`config.mk`:
```
export PLATFORM = sky130hd
export DESIGN_NAME = memory_port_arbiter
export DESIGN_NICKNAME = d
export VERILOG_FILES = /design/src/rtl/memory_arbiter_pkg.sv /design/src/rtl/arbiter_burst_counter.sv /design/src/rtl/memory_port_arbiter.sv
export SDC_FILE = /design/constraint.sdc
export NUM_CORES = 1
export LEC_CHECK = 0
export ABC_AREA = 0
export BUFFER_PORTS_ARGS = -buffer_cell sky130_fd_sc_hd__clkbuf_2
export CAP_MARGIN = 10
export CORE_MARGIN = 8
export CORE_UTILIZATION = 46
export CTS_CLUSTER_SIZE = 40
export DETAILED_ROUTE_END_ITERATION = 6
export MAX_ROUTING_LAYER = met4
export PLACE_DENSITY_LB_ADDON = 0.15
export RECOVER_POWER = 50
export SLEW_MARGIN = 30
export SYNTH_ARGS = -nofsm -noshare
export SYNTH_HDL_FRONTEND = slang
export SYNTH_HIERARCHICAL = 1
export SYNTH_SLANG_ARGS = --single-unit
export TNS_END_PERCENT = 1
```
`constraint.sdc`:
```
create_clock -name clk -period 5.2 [get_ports clk]
set_input_delay 0.78 -clock clk [delete_from_list [all_inputs] [get_ports clk]]
set_output_delay 0.78 -clock clk [all_outputs]
set_load 0.05 [all_outputs]
```
`src/rtl/memory_arbiter_pkg.sv`:
```
// ============================================================================
// memory_arbiter_pkg
// Shared types and constants for the instruction/data memory port arbiter.
// Revision: 1.0
// ============================================================================
`default_nettype none

package memory_arbiter_pkg;

    typedef enum logic [1:0] {
        IDLE       = 2'd0,
        INSTR_WAIT = 2'd1,
        DATA_WAIT  = 2'd2,
        RESPOND    = 2'd3
    } state_t;

    typedef enum logic {
        GRANT_INSTR = 1'b0,
        GRANT_DATA  = 1'b1
    } grant_t;

    localparam int c_burst_cnt_width = 4;

endpackage

`default_nettype wire

```
`src/rtl/arbiter_burst_counter.sv`:
```
// ============================================================================
// arbiter_burst_counter
// Saturating count of consecutive contested data grants.
// Revision: 1.0
// ============================================================================
`default_nettype none

module arbiter_burst_counter
    import memory_arbiter_pkg::*;
#(
    parameter int MAX_COUNT = 4
) (
    input  logic clk,
    input  logic rst,
    input  logic i_clear,
    input  logic i_incr,
    output logic o_saturated
);

    localparam logic [c_burst_cnt_width-1:0] c_max_count = c_burst_cnt_width'(MAX_COUNT);

    logic [c_burst_cnt_width-1:0] r_count;

    always_ff @(posedge clk or posedge rst) begin
        if (rst) begin
            r_count <= '0;
        end else if (i_clear) begin
            r_count <= '0;
        end else if (i_incr && (r_count != c_max_count)) begin
            r_count <= r_count + 1'b1;
        end
    end

    assign o_saturated = (r_count == c_max_count);

endmodule

`default_nettype wire

```
`src/rtl/memory_port_arbiter.sv`:
```
// ============================================================================
// memory_port_arbiter
// Serialises fetch and load/store accesses onto one single-port memory.
// Optional fetch starvation guard: define ARBITER_STARVATION_GUARD_EN.
// Revision: 1.0
// ============================================================================
`default_nettype none

module memory_port_arbiter
    import memory_arbiter_pkg::*;
#(
    parameter int ADDR_WIDTH     = 32,
    parameter int DATA_WIDTH     = 32,
    parameter int MAX_DATA_BURST = 4
) (
    input  logic                  clk,
    input  logic                  rst,
    input  logic                  instructionRequest,
    input  logic [ADDR_WIDTH-1:0] instructionAddress,
    input  logic                  instructionFlush,
    output logic                  instructionSuccess,
    output logic [DATA_WIDTH-1:0] instructionData,
    input  logic                  dataRead,
    input  logic                  dataWrite,
    input  logic [ADDR_WIDTH-1:0] dataAddress,
    input  logic [DATA_WIDTH-1:0] dataWriteData,
    output logic                  dataDone,
    output logic [DATA_WIDTH-1:0] dataReadData,
    output logic                  memRequest,
    output logic                  memWriteEnable,
    output logic [ADDR_WIDTH-1:0] memAddress,
    output logic [DATA_WIDTH-1:0] memWriteData,
    input  logic                  memReady,
    input  logic [DATA_WIDTH-1:0] memReadData
);

    if ((MAX_DATA_BURST < 1) || (MAX_DATA_BURST > 15)) begin : g_burst_range_check
        $error("MAX_DATA_BURST must be in 1..15");
    end

    state_t r_state;
    state_t w_state_next;
    grant_t r_owner;
    logic   r_drop;

    logic w_data_req;
    logic w_fetch_req;
    logic w_grant_data;
    logic w_grant_instr;
    logic w_burst_sat;
    logic w_mem_done;
    logic w_fetch_phase;

    assign w_data_req    = dataRead | dataWrite;
    assign w_fetch_req   = instructionRequest;
    assign w_grant_data  = (r_state == IDLE) && w_data_req && !(w_fetch_req && w_burst_sat);
    assign w_grant_instr = (r_state == IDLE) && w_fetch_req && !w_grant_data;
    assign w_mem_done    = ((r_state == INSTR_WAIT) || (r_state == DATA_WAIT)) && memReady;
    assign w_fetch_phase = (r_state == INSTR_WAIT) ||
                           ((r_state == RESPOND) && (r_owner == GRANT_INSTR));

`ifdef ARBITER_STARVATION_GUARD_EN
    logic w_cnt_clear;
    logic w_cnt_incr;

    assign w_cnt_incr  = w_grant_data && w_fetch_req;
    assign w_cnt_clear = w_grant_instr || (w_grant_data && !w_fetch_req);

    arbiter_burst_counter #(
        .MAX_COUNT (MAX_DATA_BURST)
    ) u_burst_counter (
        .clk         (clk),
        .rst         (rst),
        .i_clear     (w_cnt_clear),
        .i_incr      (w_cnt_incr),
        .o_saturated (w_burst_sat)
    );
`else
    assign w_burst_sat = 1'b0;
`endif

    always_ff @(posedge clk or posedge rst) begin
        if (rst) begin
            r_state <= IDLE;
        end else begin
            r_state <= w_state_next;
        end
    end

    always_comb begin
        w_state_next = r_state;
        case (r_state)
            IDLE: begin
                if (w_grant_data) begin
                    w_state_next = DATA_WAIT;
                end else if (w_grant_instr) begin
                    w_state_next = INSTR_WAIT;
                end
            end
            INSTR_WAIT, DATA_WAIT: begin
                if (memReady) begin
                    w_state_next = RESPOND;
                end
            end
            RESPOND: w_state_next = IDLE;
            default: w_state_next = IDLE;
        endcase
    end

    // Request fields are latched at grant so backend outputs stay stable while memRequest is high.
    always_ff @(posedge clk or posedge rst) begin
        if (rst) begin
            r_owner            <= GRANT_INSTR;
            r_drop             <= 1'b0;
            memRequest         <= 1'b0;
            memWriteEnable     <= 1'b0;
            memAddress         <= '0;
            memWriteData       <= '0;
            instructionSuccess <= 1'b0;
            instructionData    <= '0;
            dataDone           <= 1'b0;
            dataReadData       <= '0;
        end else begin
            instructionSuccess <= 1'b0;
            dataDone           <= 1'b0;

            if (w_grant_data) begin
                r_owner        <= GRANT_DATA;
                memRequest     <= 1'b1;
                memWriteEnable <= dataWrite;
                memAddress     <= dataAddress;
                memWriteData   <= dataWriteData;
            end else if (w_grant_instr) begin
                r_owner        <= GRANT_INSTR;
                r_drop         <= 1'b0;
                memRequest     <= 1'b1;
                memWriteEnable <= 1'b0;
                memAddress     <= instructionAddress;
            end

            if (w_fetch_phase && instructionFlush) begin
                r_drop <= 1'b1;
            end

            if (w_mem_done) begin
                memRequest     <= 1'b0;
                memWriteEnable <= 1'b0;
                if (r_owner == GRANT_DATA) begin
                    dataDone <= 1'b1;
                    if (!memWriteEnable) begin
                        dataReadData <= memReadData;
                    end
                end else if (!(r_drop || instructionFlush)) begin
                    instructionSuccess <= 1'b1;
                    instructionData    <= memReadData;
                end
            end
        end
    end

endmodule

`default_nettype wire

```
==> impl_metrics.json <==
{
  "synth_cell_types": 29,
  "cts_tree": "yes",
  "cts_resized": 0,
  "synthToLayoutAreaGrowth_pct": 34.8,
  "p_leak_uw": 0.00367,
  "drv_slew": 124,
  "synth_area_leader_cell": "dfrtp_1",
  "synth_top_area_share_pct": 62.4,
  "fp.dieW_um": 125,
  "fmax_ghz": 0.306,
  "avgViaCountPerCell": 5.04,
  "grt_max_degree": 70,
  "numClockSinks": 136,
  "final_nets": 825,
  "combPwrFrac_pct": 50.0,
  "track_usage_pct": 20.3,
  "grt_pass1_wl_um": 24400,
  "grt_overflow": 0,
  "synth_area_leaders": "dfrtp_1 (62%), mux2_2 (11%), nand2_1 (6.8%)",
  "core_um2": 11500,
  "drt_iter0_markers": 270,
  "synth_adder_area_share_pct": 0.917,
  "hp-class": "reg2reg",
  "synth-seq-cells": 136,
  "synthXorXnorAreaFrac_pct": 0,
  "wl_per_cell_um": 18.2,
  "drv_cap": 3,
  "synthTopCellsByCount": "dfrtp_1 (136), nand2_1 (99), mux2_2 (52)",
  "cts_root_buf": "clkbuf_16",
  "initial_utilization_pct": 47.4,
  "intPower_uw": 3120,
  "switching_share_pct": 49.1,
  "sequentialPowerShare_pct": 29.2,
  "postCtsSetupRepairBufs": 0,
  "drive_gt1_share_pct": 34.8,
  "whs_ns": 0.473,
  "yosysMostFrequentCell": "dfrtp_1",
  "antenna_found_initial": 0,
  "hold_viol_final": 0,
  "synth_flop_cell": "dfrtp_1",
  "dp_hpwl_um": 11300,
  "insertion_delay_ns": 0.40,
  "status": "complete, but fails checks",
  "place.gp.congestion": 0.783,
  "hold_buffers": 0,
  "numPortBuffers": 266,
  "num_antenna_cells": 0,
  "tightest_slew_ns": 2.98,
  "synthMuxAreaShare_pct": 14.7,
  "reg2reg_from": "r_state[0]$_DFFE_PP0P_",
  "cts_htree_levels": 4,
  "first_pass_iters": 4,
  "die_y_um": 125,
  "synthArstFlopShare_pct": 100,
  "pwr_density_cell_nw_per_um2": 834,
  "synth_top_family_by_area": "multiplexers",
  "hold_start": "memWriteData[25]$_DFFE_PP0N_",
  "min_period_ns": 3.27,
  "ys_warn_count": 6,
  "crit_fanout": 33,
  "synthSimpleGateAreaFrac_pct": 11.8,
  "ir_drop_mv": 0.416,
  "drc": 0,
  "fin_skew_ns": 0.00825,
  "crit_type": "reg2reg",
  "synth_edf_count": 0,
  "rsz0062_at_grt": "false",
  "synth_compound_area_share_pct": 7.15,
  "ant_nets": 0,
  "cp_cell_sequence": "inv_1 -> ha_1 -> nand2_2 -> nor4_4 -> clkbuf_1 -> mux2_2",
  "critPathRequiredTime_ns": 5.48,
  "p_switching_uw": 3010,
  "critPathSlowestCell": "clkbuf_1",
  "crit_arrival_ns": 3.55,
  "fillCellCount": 980,
  "die_area_um2": 15600,
  "clk_pin_slew_ns": 0.05,
  "grt_pass1_vias": 4690,
  "vias": 4240,
  "syn_avg_cell_area_um2": 13.1,
  "cp-start-kind": "flop",
  "final-setup-viol-count": 0,
  "ys_seq_area_share_pct": 62.4,
  "cts_buffer_depth": 2,
  "syn_nets": 557,
  "end_kind": "flop",
  "syn_area_um2": 5460,
  "clkPwrFrac_pct": 20.8,
  "netlist_instances": 418,
  "cts_buffers": 17,
  "violations": "capacitance limit, slew limit",
  "critPathMaxStageDelay_ns": 1.55,
  "tns_ns": 0,
  "io_pins": 267,
  "crit_start": "r_state[0]$_DFFE_PP0P_",
  "slew_headroom_pct": -99.5,
  "wirelength_um": 15300,
  "fp-row-count": 39,
  "period_share_pct": 62.8
}
cell type report:
type | instances | area, um2 | area share (%)
Tap cell | 143 | 179 | 2.43
Clock inverter | 11 | 170 | 2.31
Sequential cell | 136 | 3400 | 46.3
Multi-Input combinational cell | 254 | 1900 | 25.8
Timing Repair Buffer | 272 | 1210 | 16.5
Inverter | 5 | 20.0 | 0.272
Clock buffer | 21 | 470 | 6.39
cells in the final DEF (no fill, tap or decap), drive strengths merged, types with 2 or more instances in the layout:
master / instances
a21oi: 3
a221o: 32
and2: 32
buf: 4
bufinv: 4
clkbuf: 289
clkinv: 4
clkinvlp: 4
dfrtp: 136
ha: 4
inv: 4
mux2: 65
mux2i: 2
nand2: 100
nor3: 2
o21ai: 4
registers in the layout, indices dropped and copies added, names as in the netlist:
signal / flops
instructionSuccess: 1
r_state: 2
memWriteEnable: 1
dataReadData: 32
memWriteData: 32
r_drop: 1
r_owner: 1
dataDone: 1
instructionData: 32
memAddress: 32
memRequest: 1
worst max-delay path: cells and delay by family (launching register included):
family,cells,cell delay (ns)
buffers and inverters,2,1.63
multiplexers,1,0.46
flip-flops,1,0.40
AND/OR/NAND/NOR,2,0.24
adder cells (fa/ha/maj),1,0.39
logic make-up after synthesis:
group / Yosys count
and+or+nand+nor: 140
DFF: 136
muxes: 67
AOI/OAI and AO/OA: 43
buffers and inverters: 28
adders and majority gates: 4
worst paths after layout:
kind	cells past startpoint	slack [ns]	endpoint
setup / recovery	6	1.93	instructionData[6]$_DFFE_PP0P_
hold / removal	2	0.47	memWriteData[25]$_DFFE_PP0N_
setup reg to reg	6	1.93	instructionData[6]$_DFFE_PP0P_
hold reg to reg	2	0.47	memWriteData[25]$_DFFE_PP0N_
max in group asynchronous	3	2.15	dataReadData[16]$_DFFE_PP0P_
min in group asynchronous	2	1.19	memWriteData[10]$_DFFE_PP0N_
metal layers:
metal	global-route usage (%)	share of wire, %	vias up
met4	7.38	1.9	0
met1	23.6	42	2051
li1	-	-	1977
met2	32.0	49	190
met3	7.28	7.4	22
met5	-	0	-
metrics by stage:
stage / setup slack, ns / cell area [um2] / instances / utilization (%) / total power (uW)
after floorplan: 0.781 / 5460 / 418 / - / 4240
after global placement: 2.66 / 6870 / 808 / 59.6 / 4950
after detailed placement: 2.68 / 6900 / 810 / 59.9 / 5010
after CTS: 2.93 / 7540 / 842 / 65.4 / 6320
after global routing: 1.55 / 7360 / 842 / 63.9 / 6440
final: 1.93 / 7360 / 842 / 63.9 / 6140
power groups by stage:
stage               clock (uW)  combinational, uW  sequential [uW]
global placement             0               3160             1790
CTS                       1310               3220             1800
floorplan                    0                883             3360
global route              1360               3240             1850
finish                    1280               3070             1790
detailed placement           0               3220             1800
(Power assumes the default switching activity.)
